File: src/rtl/blackjack_pkg.sv
// Shared types and constants for the blackjack round controller: state encoding,
// result codes, rule defaults and the rank-to-value mapping.
package blackjack_pkg;

  localparam int unsigned DEALER_STAND_DEF = 17;
  localparam int unsigned BUST_LIMIT_DEF   = 21;

  typedef enum logic [3:0] {
    ST_IDLE    = 4'd0,
    ST_DEAL_P1 = 4'd1,
    ST_DEAL_D1 = 4'd2,
    ST_DEAL_P2 = 4'd3,
    ST_DEAL_D2 = 4'd4,
    ST_P_TURN  = 4'd5,
    ST_P_HIT   = 4'd6,
    ST_P_CHECK = 4'd7,
    ST_D_TURN  = 4'd8,
    ST_D_HIT   = 4'd9,
    ST_DONE    = 4'd10
  } state_e;

  localparam logic [1:0] RES_NONE   = 2'b00;
  localparam logic [1:0] RES_PLAYER = 2'b01;
  localparam logic [1:0] RES_DEALER = 2'b10;
  localparam logic [1:0] RES_PUSH   = 2'b11;

  typedef struct packed {
    logic [4:0] value;
    logic       is_ace;
  } card_val_t;

  // Aces count 1 here; the soft +10 is applied by the hand accumulator.
  function automatic card_val_t card_value(input logic [3:0] rank);
    card_val_t cv;
    cv.value  = 5'd10;
    cv.is_ace = 1'b0;
    if (rank == 4'd1) begin
      cv.value  = 5'd1;
      cv.is_ace = 1'b1;
    end else if (rank >= 4'd2 && rank <= 4'd9) begin
      cv.value = {1'b0, rank};
    end
    return cv;
  endfunction

endpackage

File: src/rtl/bj_hand_accum.sv
// One blackjack hand: hard sum, ace flag and card count, with the soft-ace
// effective total derived combinationally from the registered state.
module bj_hand_accum
  import blackjack_pkg::*;
#(
  parameter int unsigned BUST_LIMIT = BUST_LIMIT_DEF
) (
  input  logic       clk_i,
  input  logic       rst_i,
  input  logic       clear_i,
  input  logic       add_i,
  input  logic [3:0] rank_i,
  output logic [4:0] hard_sum_o,
  output logic       has_ace_o,
  output logic [4:0] eff_total_o,
  output logic [3:0] card_count_o
);

  localparam logic [5:0] BUST6 = 6'(BUST_LIMIT);

  card_val_t  cv;
  logic [4:0] hard_sum_q, hard_sum_d;
  logic       has_ace_q, has_ace_d;
  logic [3:0] card_count_q, card_count_d;
  logic [5:0] soft_sum;

  assign cv = card_value(rank_i);

  always_comb begin
    hard_sum_d   = hard_sum_q;
    has_ace_d    = has_ace_q;
    card_count_d = card_count_q;
    if (clear_i) begin
      hard_sum_d   = 5'd0;
      has_ace_d    = 1'b0;
      card_count_d = 4'd0;
    end else if (add_i) begin
      hard_sum_d   = hard_sum_q + cv.value;
      has_ace_d    = has_ace_q | cv.is_ace;
      card_count_d = card_count_q + 4'd1;
    end
  end

  always_ff @(posedge clk_i or posedge rst_i) begin
    if (rst_i) begin
      hard_sum_q   <= 5'd0;
      has_ace_q    <= 1'b0;
      card_count_q <= 4'd0;
    end else begin
      hard_sum_q   <= hard_sum_d;
      has_ace_q    <= has_ace_d;
      card_count_q <= card_count_d;
    end
  end

  // Six bits so a hard sum near 30 cannot wrap into a falsely "safe" soft total.
  assign soft_sum     = {1'b0, hard_sum_q} + 6'd10;
  assign eff_total_o  = (has_ace_q && soft_sum <= BUST6) ? soft_sum[4:0] : hard_sum_q;
  assign hard_sum_o   = hard_sum_q;
  assign has_ace_o    = has_ace_q;
  assign card_count_o = card_count_q;

endmodule

File: src/rtl/blackjack_round_ctrl.sv
// Round-level blackjack controller: deals from the deck over req/ack, runs the
// player turn and dealer draw rule, and reports the round result.
module blackjack_round_ctrl
  import blackjack_pkg::*;
#(
  parameter int unsigned DEALER_STAND = DEALER_STAND_DEF,
  parameter int unsigned BUST_LIMIT   = BUST_LIMIT_DEF
) (
  input  logic       CLOCK_50,
  input  logic       reset,
  input  logic       hit_pressed,
  input  logic       stand_pressed,
  input  logic       deal_pressed,
  output logic       card_req,
  input  logic       card_ack,
  input  logic [3:0] card_rank,
  output logic [4:0] player_total,
  output logic [4:0] dealer_total,
  output logic [3:0] player_cards,
  output logic [3:0] dealer_cards,
  output logic [1:0] result,
  output logic       result_valid,
  output logic [3:0] state_dbg
);

  localparam logic [4:0] BUST5  = 5'(BUST_LIMIT);
  localparam logic [4:0] STAND5 = 5'(DEALER_STAND);

  state_e     state_q, state_d;
  logic [1:0] result_q, result_d;
  logic       clear_hands, add_player, add_dealer, ack_ok;
  logic [4:0] p_hard, d_hard, p_eff, d_eff;
  logic       p_ace, d_ace;
  logic       unused_ace;
  logic [1:0] cmp_result;

  bj_hand_accum #(.BUST_LIMIT(BUST_LIMIT)) u_player (
    .clk_i       (CLOCK_50),
    .rst_i       (reset),
    .clear_i     (clear_hands),
    .add_i       (add_player),
    .rank_i      (card_rank),
    .hard_sum_o  (p_hard),
    .has_ace_o   (p_ace),
    .eff_total_o (p_eff),
    .card_count_o(player_cards)
  );

  bj_hand_accum #(.BUST_LIMIT(BUST_LIMIT)) u_dealer (
    .clk_i       (CLOCK_50),
    .rst_i       (reset),
    .clear_i     (clear_hands),
    .add_i       (add_dealer),
    .rank_i      (card_rank),
    .hard_sum_o  (d_hard),
    .has_ace_o   (d_ace),
    .eff_total_o (d_eff),
    .card_count_o(dealer_cards)
  );

  assign unused_ace = p_ace ^ d_ace;

  assign card_req = (state_q == ST_DEAL_P1) || (state_q == ST_DEAL_D1) ||
                    (state_q == ST_DEAL_P2) || (state_q == ST_DEAL_D2) ||
                    (state_q == ST_P_HIT)   || (state_q == ST_D_HIT);
  assign ack_ok   = card_req && card_ack;

  // A hand is bust exactly when its hard sum is (the soft bonus is never applied then).
  always_comb begin
    if (d_hard > BUST5)      cmp_result = RES_PLAYER;
    else if (p_eff > d_eff)  cmp_result = RES_PLAYER;
    else if (p_eff < d_eff)  cmp_result = RES_DEALER;
    else                     cmp_result = RES_PUSH;
  end

  always_comb begin
    state_d     = state_q;
    result_d    = result_q;
    clear_hands = 1'b0;
    add_player  = 1'b0;
    add_dealer  = 1'b0;
    case (state_q)
      ST_IDLE, ST_DONE: begin
        if (deal_pressed) begin
          clear_hands = 1'b1;
          result_d    = RES_NONE;
          state_d     = ST_DEAL_P1;
        end
      end
      ST_DEAL_P1: if (ack_ok) begin add_player = 1'b1; state_d = ST_DEAL_D1; end
      ST_DEAL_D1: if (ack_ok) begin add_dealer = 1'b1; state_d = ST_DEAL_P2; end
      ST_DEAL_P2: if (ack_ok) begin add_player = 1'b1; state_d = ST_DEAL_D2; end
      ST_DEAL_D2: if (ack_ok) begin add_dealer = 1'b1; state_d = ST_P_TURN;  end
      ST_P_TURN: begin
        if (p_eff == BUST5)     state_d = ST_D_TURN;
        else if (stand_pressed) state_d = ST_D_TURN;
        else if (hit_pressed)   state_d = ST_P_HIT;
      end
      ST_P_HIT: if (ack_ok) begin add_player = 1'b1; state_d = ST_P_CHECK; end
      ST_P_CHECK: begin
        if (p_hard > BUST5) begin
          result_d = RES_DEALER;
          state_d  = ST_DONE;
        end else begin
          state_d  = ST_P_TURN;
        end
      end
      ST_D_TURN: begin
        if (d_eff < STAND5) begin
          state_d  = ST_D_HIT;
        end else begin
          result_d = cmp_result;
          state_d  = ST_DONE;
        end
      end
      ST_D_HIT: if (ack_ok) begin add_dealer = 1'b1; state_d = ST_D_TURN; end
      default: state_d = ST_IDLE;
    endcase
  end

  always_ff @(posedge CLOCK_50 or posedge reset) begin
    if (reset) begin
      state_q  <= ST_IDLE;
      result_q <= RES_NONE;
    end else begin
      state_q  <= state_d;
      result_q <= result_d;
    end
  end

  assign player_total = p_eff;
  assign dealer_total = d_eff;
  assign result       = result_q;
  assign result_valid = (state_q == ST_DONE);
  assign state_dbg    = state_q;

endmodule

File: config.mk
export PLATFORM = sky130hd
export DESIGN_NAME = blackjack_round_ctrl
export DESIGN_NICKNAME = d
export VERILOG_FILES = /design/src/rtl/blackjack_pkg.sv /design/src/rtl/bj_hand_accum.sv /design/src/rtl/blackjack_round_ctrl.sv
export SDC_FILE = /design/constraint.sdc
export NUM_CORES = 1
export LEC_CHECK = 0
export CAP_MARGIN = 0
export CORE_MARGIN = 2
export CORE_UTILIZATION = 40
export DETAILED_ROUTE_END_ITERATION = 12
export PLACE_DENSITY = 0.64
export SLEW_MARGIN = 20
export SYNTH_ARGS = -nofsm -noshare
export SYNTH_HDL_FRONTEND = slang
export SYNTH_SLANG_ARGS = --single-unit
export TNS_END_PERCENT = 1
File: constraint.sdc
create_clock -name CLOCK_50 -period 3.3 [get_ports CLOCK_50]
set_input_delay 0.825 -clock CLOCK_50 [delete_from_list [all_inputs] [get_ports CLOCK_50]]
set_output_delay 0.825 -clock CLOCK_50 [all_outputs]
set_load 0.005 [all_outputs]
; ---- After elaboration in Yosys (flattened, before gate mapping)
; Cells that the tools add are included.
; Widths: inputs -> output; s select.
[op_classes]
add_sub_neg = 6
mul = 0
div = 0
n_lt_le_gt_ge = 9
n_eq_ne = 22
n_shift = 0
mux = 42
n_bitwise = 2
n_reduce_logical = 18
[ops]
columns = operator, count
row1 = $mux 4, 17
row2 = $pmux 4 s10, 1
row3 = $mux 5, 6
row4 = $ne 2x2->1 const B, 9
row5 = $eq 4x3->1 const B, 4
row6 = $add 5x4->6 const B, 2
row7 = $eq 4x4->1 const B, 3
row8 = $le 6x5->1 const B, 2
row9 = $mux 2, 6
row10 = $mux 1, 11
row11 = $gt 5x5->1 const B, 2
row12 = $add 4x1->4 const B, 2
row13 = $eq 4x1->1 const B, 2
row14 = $eq 4x2->1 const B, 2
row15 = $reduce_and 8->1, 1
row16 = $pmux 2 s3, 1
row17 = $reduce_or 3->1, 2
row18 = $add 5x4->5, 1
row19 = $add 5x5->5, 1
row20 = $eq 5x5->1 const B, 1
row21 = $gt 5x5->1, 1
row22 = $logic_or 1x1->1, 5
row23 = $lt 5x5->1, 1
row24 = $lt 5x5->1 const B, 1
row25 = other kinds (10), 15
[totals]
reg_bits = 26
latchBits = 0
ramBits = 0
rom_bits = 0
input_bits = 10
output_inout_bits = 26
wordCells = 107
mem_count = 0

; ---- Logic depth before layout (Yosys ltp)
; Gate-level depths: netlist of the first run.
[logic_depth]
word_depth = 11
mapped_depth = 15
ltp_nobuf = 13

; ---- By module
; A second synthesis of the first run with hierarchy kept.
[hier_totals]
cells_unflattened = 251
area_unflattened_um2 = 2220.9
[by_module_without_submodules]
columns = mod, instances, cells_each, area_per_inst_um2, seq_area_each_um2
row1 = bj_hand_accum, 2, 79, 729.4, 250.2
row2 = blackjack_round_ctrl, 1, 93, 762.0, 150.1

; ---- Least setup slack after synthesis of the first run
; Ideal clock, no wire load.
[synth_path]
kind = flip-flop to flip-flop
startpoint = reg u_dealer.hard_sum_q[1] (netlist: u_dealer.hard_sum_o[1])
endpoint = reg result_q[1] (netlist: result[1])
setup_ps = 94
t_arrival_ps = 3197
required_ps = 3206
slack_ps = 10
stages_incl_launch_ff = 15
path_buffers = 2
synth_period_minus_slack_ps = 3290
cell_sequence = dfrtp_1 buf_2 inv_1 ha_1 clkbuf_1 a22oi_1 nor2_1 o21ai_1 mux2_2 ha_1 o21ai_0 a21oi_1 a211oi_1 o21ai_0 a221oi_2
[synth_between]
elab_chain_cells = 9
elab_cells_between_ends = 13
classes_between = add/sub: 1 / order compare: 4 / eq/ne: 1 / mux: 5 / reduce/logical: 2
[synth_rtl]
columns = element, line_no
row1 = start: declaration, bj_hand_accum.sv:22  ; logic [4:0] hard_sum_q, hard_sum_d;
row2 = start signal: assignment, bj_hand_accum.sv:50  ; hard_sum_q <= hard_sum_d;
row3 = $add 5x4->6, bj_hand_accum.sv:57  ; assign soft_sum = {1'b0, hard_sum_q} + 6'd10;
row4 = $le 6x5->1, bj_hand_accum.sv:58  ; assign eff_total_o = (has_ace_q && soft_sum <= BUST6) ? soft_sum[4:0] : hard_sum_q;
row5 = $logic_and 1x1->1, bj_hand_accum.sv:58
row6 = $mux 5, bj_hand_accum.sv:58
row7 = $gt 5x5->1, blackjack_round_ctrl.sv:71  ; else if (p_eff > d_eff) cmp_result = RES_PLAYER;
row8 = $mux 2, blackjack_round_ctrl.sv:71
row9 = $mux 2, blackjack_round_ctrl.sv:70  ; if (d_hard > BUST5) cmp_result = RES_PLAYER;
row10 = $mux 2, blackjack_round_ctrl.sv:109  ; if (d_eff < STAND5) begin
row11 = $pmux 2 s3, blackjack_round_ctrl.sv:82  ; case (state_q)
row12 = end signal: assignment, blackjack_round_ctrl.sv:127  ; result_q <= result_d;
row13 = end: declaration, blackjack_round_ctrl.sv:30  ; logic [1:0] result_q, result_d;
; Parallel ways exist; a longest one is shown, timed or not. The select of a mux whose other input is x is not followed.
; A chain may end at the register's enable or synchronous reset.

; ---- Final worst setup path of the first run
[layout_path]
startpoint = reg u_player.hard_sum_q[1] (netlist: u_player.hard_sum_o[1])
endpoint = out player_total[2]
[layout_between]
elab_chain_cells = 4
[layout_rtl]
columns = element, line_no
row1 = start: declaration, bj_hand_accum.sv:22
row2 = start signal: assignment, bj_hand_accum.sv:50
row3 = $add 5x4->6 *, bj_hand_accum.sv:57
row4 = $le 6x5->1, bj_hand_accum.sv:58
row5 = $logic_and 1x1->1, bj_hand_accum.sv:58
row6 = $mux 5 *, bj_hand_accum.sv:58
row7 = end: declaration, blackjack_round_ctrl.sv:17  ; output logic [4:0] player_total,
; Mark *: on every way between the ends. The rest lies on a longest branch, timed or not.

==> impl_summary.log, run 1 <==
[metrics] Std-Cell Core Area: 5570 um^2
[metrics] last weighted congestion value of the routability-driven placer: 0.873
[metrics] GRT Util Overall: 17.9%
[metrics] CTS hold repair buffers: 0
[metrics] final worst-path setup slack: 0.0798 ns
[metrics] max-slew violation count: 0
[metrics] average instance area after synthesis: around 8.3 um^2
[metrics] Routed WL: 5470 um
[metrics] clock root cell: clkbuf_8
[metrics] count of port buffers added during placement: 35
[metrics] vias per std cell: 5.52
[metrics] number of cells in the design after placement: 383
[metrics] WS Path Type: reg2out
[metrics] number of I/O pins: 36
[metrics] proportion of netlist area held by the largest area contributor: 27.7%
[metrics] required time reported for the critical path endpoint: 2.47 ns
[metrics] fraction of final layout cells with drive strength greater than 1: 11.7%
[metrics] Non-Filler Instances: 389
[metrics] pin count of the biggest net entering global routing: 27
[metrics] global-route wire length before repair: 9320 um
[metrics] met1 layer wirelength in the final routing: 2750 um
[metrics] sequential-to-total area share from yosys stat: 27.7%
[metrics] Max Cap Viol: 0
[metrics] Crit Reg-Reg Startpoint: u_dealer.hard_sum_o[1]
[metrics] Critical Path Source Type: flop
[metrics] depth of the most critical reg-to-reg path: 12
[metrics] unrepaired setup endpoints after global routing: yes
[metrics] total met3 wirelength after detailed routing: 236 um
[metrics] run status: complete, no violations
[metrics] clock tree buffer depth: 2
[metrics] number of cell rows: 27
[metrics] Post-layout nets: around 350
[metrics] worst-path fanout max: 5
[metrics] number of cells traversed by the worst hold path: 1
[metrics] synthesized area: roughly 2300 um^2
[metrics] CTS sink cnt: 26
[metrics] number of synthesized register bits: 26
[metrics] net count after synthesis: 315
[metrics] Hold Path Origin: result[0]
[metrics] final clock period utilization by the worst path: between 90% and 100%
[metrics] Power Density: approximately 900 nW/um^2
[metrics] number of hold-slack violations in the final timing report: 0
[metrics] number of different library cells in the post-synthesis netlist: 52
[metrics] most common library cell in the layout ignoring fill and taps: clkdlybuf4s50_1
[metrics] Hold Slack: around 0.52 ns
[metrics] half-perimeter wire length after placement: 4080 um
[metrics] post-route minimum period: between 3 and 4 ns
[metrics] clock latency of the later-clocked register in the worst-skew pair: 0.28 ns
[metrics] largest cells by area after synthesis: dfrtp_1 28%, ha_1 10%, a21oi_1 5.5%, o21ai_0 4.5%, inv_1 3.4%
[metrics] TritonCTS clock tree: yes
[metrics] worst slew pin tran: 0.643 ns
[metrics] met2 layer wire length in the routed design: 2430 um
[metrics] worst endpoint data arrival time: 2.40 ns
[metrics] Crit. Startpoint: u_player.hard_sum_o[1]
[metrics] detailed-route wire length per cell: approximately 14 um
[metrics] static leakage: 0.00130 uW
[metrics] Peak VDD IR: 0.343 mV
[metrics] Starting Density: approximately 42%
[metrics] antenna diode instance count: 0
[metrics] Yosys warnings: 0
[metrics] share of flip-flops with an asynchronous set or reset: 100%
[metrics] DRC violation total after the first TritonRoute iteration: 106
[metrics] Worst slew margin: 57.1%
[metrics] worst min-delay path category: reg2reg
[metrics] DR top layer: met4
[metrics] maximum achievable frequency: 311 MHz
[metrics] total of endpoints with negative setup slack in the final report: 0
[metrics] cell accounting for the most synthesized area: dfrtp_1
[metrics] number of remaining DRC errors: 0
[metrics] via count of the first global-routing pass: approximately 2000
[metrics] Setup Slack @ Placement: 0.160 ns
[metrics] commonest cells after routing, fill and taps aside: 33 x clkdlybuf4s50_1, 25 x a21oi_1, 23 x dfrtp_1, 21 x inv_1, 21 x o21ai_0
[metrics] gate count of the mapped netlist: 284
[metrics] final setup skew: ~0.0049 ns
[metrics] CTS H-Tree Depth: 1
[metrics] Main synth FF type: dfrtp_1
[metrics] count of flip-flops with a built-in enable after synthesis: 0
[metrics] CTS Buf Count: 3
[metrics] number of detailed-routing iterations run before antenna repair: 4
[metrics] Antenna Violating Nets Remaining: 0
[metrics] clock transition at the registers of the reported paths: 0.10 ns
[metrics] horizontal die dimension: 80.6 um
[metrics] die span in y: just over 80 um
[metrics] area of the die: 6500 um^2
[metrics] synth-to-layout area growth: 24.0%
[metrics] gr ovfl total: 0
[metrics] CP Capture Type: output pin
[metrics] initial antenna violation count: 0
[metrics] via count: 2146
-- sequential cells by signal, summed over array words and instances, names as in the netlist --
| name | flops |
|---|---|
| u_dealer.hard_sum_o | 5 |
| u_player.hard_sum_o | 5 |
| state_dbg | 4 |
| u_dealer.card_count_o | 4 |
| u_player.card_count_o | 4 |
| result | 2 |
| u_dealer.has_ace_o | 1 |
| u_player.has_ace_o | 1 |
-- worst max-delay path: stages, from the launching register on --
cell and delay (ns):
dfrtp_2 0.45, inv_1 0.12, ha_4 0.23, o211ai_1 0.27, nor2b_4 0.24, mux2i_2 0.27
clkdlybuf4s50_1 0.54
-- final timing paths --
path	end	slack, ns
max in group asynchronous	u_dealer.hard_sum_o[1]	2.12
min in group asynchronous	u_player.card_count_o[2]	0.90
worst min-delay path	result[0]	0.52
worst max-delay path	player_total[2]	0.08
worst min register to register	result[0]	0.52
worst max register to register	result[1]	0.33
-- synth_stat cells, types with 3 or more instances --
| library cell | instances |
|---|---|
| dfrtp_1 | 26 |
| a31oi_1 | 6 |
| clkbuf_1 | 9 |
| xor2_1 | 7 |
| a21oi_1 | 26 |
| nand3_1 | 10 |
| or3_1 | 4 |
| nand2b_1 | 5 |
| nor2b_1 | 9 |
| ha_1 | 19 |
| mux2_2 | 3 |
| xnor2_1 | 9 |
| nand4b_1 | 3 |
| nand2_1 | 17 |
| a211oi_1 | 4 |
| inv_1 | 21 |
| buf_2 | 7 |
| mux2i_1 | 4 |
| nor3_1 | 4 |
| o31ai_1 | 5 |
| a21o_1 | 5 |
| o21ai_0 | 21 |
| nor2_1 | 19 |
-- per-stage QoR --
| step | instance area (um^2) | util (%) | setup TNS [ns] | total power (uW) |
|---|---|---|---|---|
| 2_1_floorplan | 2350 | - | 0 | 1680 |
| 3_3_place_gp | 2780 | 49.9 | 0 | 2190 |
| 3_5_place_dp | 2780 | 49.9 | 0 | 2220 |
| 4_1_cts | 2860 | 51.3 | -0.100 | 2510 |
| 5_1_grt | 2910 | 52.2 | -0.0400 | 2820 |
| 6_report | 2910 | 52.2 | 0 | 2550 |
-- layer usage --
layer / GRT usage [%] / vias to the layer above
met3: 2.13 / 6
met2: 27.2 / 55
li1: - / 1079
met1: 27.0 / 1006
met4: 3.90 / 0
met5: 0 / -
-- repair_timing --
item                                    in CTS  in global routing
pin swaps                                    0                  2
endpoints found under the setup margin       5                  7
buffers inserted                             0                  2
resized for setup                            3                  9
-- final cells by class --
| cell class | count | area, um^2 |
|---|---|---|
| Timing Repair Buffer | 47 | 445 |
| Multi-Input combinational cell | 219 | 1570 |
| Sequential cell | 26 | 654 |
| Clock inverter | 1 | 30.0 |
| Tap cell | 72 | 90.1 |
| Inverter | 21 | 78.8 |
| Fill cell | 536 | 2660 |
| Clock buffer | 3 | 41.3 |
-- logic make-up after synthesis --
group	synth area share (%)
simple gates	18.7
xor+xnor	5.97
fa+ha+maj	11.8
buf+inv	6.93
flops	27.7
compound gates	25.1
mux	3.78
-- power by group --
part	total, uW	leakage, uW	switching (uW)	internal, uW
logic	1610	0.000927	769	841
registers	670	0.000336	233	436
clock network	272	0.0000357	109	162
total	2550	0.00130	1110	1440
(Power assumes the default switching activity.)
==> run 2: changes to the inputs <==
--- a/config.mk
+++ b/config.mk
@@ -13,5 +13,6 @@
 export SLEW_MARGIN = 20
 export SYNTH_ARGS = -nofsm -noshare
 export SYNTH_HDL_FRONTEND = slang
+export SYNTH_HIERARCHICAL = 1
 export SYNTH_SLANG_ARGS = --single-unit
 export TNS_END_PERCENT = 1
==> run 2 against run 1 <==
  * Core utilization shrank 2.0 points
  * Sequential power shrank 5.1%
  * Via count shrank 8.4%
  * Die area shrank 5.7%
  * Register-to-register slack gained 0.09 ns
  * Final cell count shrank 7.7%
  * Fmax grew 0.16%
  * First-iteration DRC count shrank 25%
  * Worst setup slack gained 0.0052 ns
  * Count of clock-buffer cells in the layout is the same
  * Global-route usage grew 0.095 points
  * Clock skew grew 0.0011 ns
  * Critical endpoint is now player_total[1]
==> impl_summary.log, run 2 <==
[metrics] run status: complete, no violations
[metrics] number of I/O pins: 36 (unchanged)
[metrics] WS Path Type: reg2out
[metrics] DRC violation total after the first TritonRoute iteration: 80 (-25%)
[metrics] Yosys warnings: 6 (+6)
[metrics] horizontal die dimension: 78.3 um (-2.9%)
[metrics] CTS Buf Count: 3 (unchanged)
[metrics] Antenna Violating Nets Remaining: 0 (unchanged)
[metrics] Peak VDD IR: 0.362 mV (+5.4%)
[metrics] number of remaining DRC errors: 0 (unchanged)
[metrics] gr ovfl total: 0 (unchanged)
[metrics] net count after synthesis: 278 (-12%)
[metrics] commonest cells after routing, fill and taps aside: 35 x clkdlybuf4s50_1, 29 x nor2_1, 26 x dfrtp_1, 23 x inv_1, 17 x ha_1
[metrics] number of cells in the design after placement: 356 (-7.0%)
[metrics] static leakage: 0.00119 uW (-8.1%)
[metrics] Hold Slack: 0.520 ns (-0.00309 ns)
[metrics] clock root cell: clkbuf_8
[metrics] Starting Density: 40.8% (-1.3 points)
[metrics] number of hold-slack violations in the final timing report: 0 (unchanged)
[metrics] antenna diode instance count: 0 (unchanged)
[metrics] via count: 1966 (-8.4%)
[metrics] CTS H-Tree Depth: 1 (unchanged)
[metrics] clock latency of the later-clocked register in the worst-skew pair: 0.27 ns (about the same)
[metrics] synthesized area: 2210 um^2 (-6.0%)
[metrics] half-perimeter wire length after placement: 4000 um (-2.1%)
[metrics] fraction of final layout cells with drive strength greater than 1: 9.76% (-1.9 points)
[metrics] number of detailed-routing iterations run before antenna repair: 4 (unchanged)
[metrics] post-route cell area: 2720 um^2 (-6.7%)
[metrics] average instance area after synthesis: 8.86 um^2 (+7.2%)
[metrics] vias per std cell: 5.48 (-0.73%)
[metrics] initial antenna violation count: 0 (unchanged)
[metrics] detailed-route wire length per cell: 14.5 um (+3.0%)
[metrics] Post-layout nets: 318 (-8.9%)
[metrics] worst slew pin tran: 0.730 ns (+0.0873 ns)
[metrics] max-slew violation count: 0 (unchanged)
[metrics] die span in y: 78.3 um (-2.9%)
[metrics] clock transition at the registers of the reported paths: 0.09 ns (about the same)
[metrics] gate count of the mapped netlist: 249 (-12%)
[metrics] CTS sink cnt: 26 (unchanged)
[metrics] maximum achievable frequency: 311 MHz (+0.16%)
[metrics] count of port buffers added during placement: 35 (unchanged)
[metrics] worst endpoint data arrival time: 2.39 ns (about the same)
[metrics] power after layout: 2390 uW (-6.4%)
[metrics] post-route minimum period: 3.22 ns (-0.00524 ns)
[metrics] share of the core filled with cells: 50.3% (-2.0 points)
[metrics] last weighted congestion value of the routability-driven placer: 0.834 (-4.5%)
[metrics] Critical Path Source Type: flop
[metrics] final setup skew: 0.00594 ns (+0.00108 ns)
[metrics] register cell area after layout: 651 um^2 (-0.57%)
[metrics] buffer count from post-CTS setup fixing: 0 (unchanged)
[metrics] GRT Util Overall: 18.0% (+0.095 points)
[metrics] synth-to-layout area growth: 23.1%
[metrics] area taken by multi-input logic gates: 1430 um^2 (-9.0%)
[metrics] fill cell count: 538 (+0.37%)
[metrics] global-route wire length before repair: 8870 um (-4.8%)
[metrics] final clock period utilization by the worst path: 97.4% (-0.16 points)
[metrics] worst-path fanout max: 3 (-2)
[metrics] number of cell rows: 27 (unchanged)
[metrics] Power Density: 879 nW/um^2 (+0.37%)
[metrics] clock tree buffer depth: 2 (unchanged)
[metrics] Worst slew margin: 51.1% (-6.0 points)
[metrics] pin count of the biggest net entering global routing: 18 (-33%)
[metrics] Std-Cell Core Area: 5410 um^2 (-3.0%)
[metrics] via count of the first global-routing pass: 1868 (-4.6%)
[metrics] total of endpoints with negative setup slack in the final report: 0 (unchanged)
[metrics] unrepaired setup endpoints after global routing: yes
[metrics] TritonCTS clock tree: yes
[metrics] area of the die: 6120 um^2 (-5.7%)
[metrics] CP Capture Type: output pin
[metrics] required time reported for the critical path endpoint: 2.47 ns (about the same)
[metrics] CTS hold repair buffers: 0 (unchanged)
[metrics] most common library cell in the layout ignoring fill and taps: clkdlybuf4s50_1
[metrics] worst min-delay path category: reg2reg
[metrics] Routed WL: 5200 um (-4.9%)
[metrics] instance area at placement: 2670 um^2 (-4.0%)
[metrics] Non-Filler Instances: 359 (-7.7%)
[metrics] Max Cap Viol: 0 (unchanged)
[run 2: cell count changes in the layout (fill, tap and decap cells not counted), moves of 10 or more]
cell,before,now
a21oi_1,25,12
nand2_1,17,7
nor2_1,19,29
o21ai_0,21,6
[run 2: metal layers]
| layer | global-route usage, % | part of all wire [%] | up-vias |
|---|---|---|---|
| li1 | - | - | 973 |
| met4 | 4.91 | 1.1 | 0 |
| met5 | 0 | 0 | - |
| met2 | 29.0 | 48 | 41 |
| met3 | 1.95 | 3.0 | 5 |
| met1 | 25.7 | 48 | 947 |
[run 2: final timing paths]
check | startpoint | to | slack [ns] | cells past startpoint
worst min register to register | result[0] | result[0] | 0.52 | 1
max in group asynchronous | reset | u_dealer/card_count_o[1] | 2.07 | 2
worst max-delay path | u_player/hard_sum_o[1] | player_total[1] | 0.08 | 6
worst min-delay path | result[0] | result[0] | 0.52 | 1
min in group asynchronous | reset | state_dbg[3] | 0.86 | 2
worst max register to register | u_player/hard_sum_o[1] | state_dbg[1] | 0.42 | 9
[run 2: critical path, stage by stage (launching register included)]
cell	delay, ns
dfrtp_1	0.40
ha_1	0.30
inv_1	0.04
o2111ai_1	0.31
nand2_2	0.12
xnor2_1	0.36
clkdlybuf4s50_1	0.58
[run 2: what timing repair did]
| action | in CTS | in global routing |
|---|---|---|
| endpoints found under the hold margin | 0 | 0 |
| gates resized for setup | 0 | 2 |
| setup endpoints to repair | 0 | 2 |
[run 2: through the flow]
stage                     setup TNS, ns  worst slack [ns]
after floorplan                       0             0.653
after global placement                0             0.280
after detailed placement              0             0.211
after CTS                             0            0.0700
after global routing            -0.0177           -0.0177
final                                 0            0.0850
[run 2: power by group]
part	switching (uW)	internal, uW
registers	196	440
logic	759	813
clock network	100	81.9
total	1050	1330
[run 2: layout make-up]
cell class              count  share of cell area, %
multi-input cells         191                   52.6
well taps                  72                   3.32
inverters                  23                   3.18
flip-flops and latches     26                   24.0
repair buffers             44                   15.4
clock buffers               3                   1.52
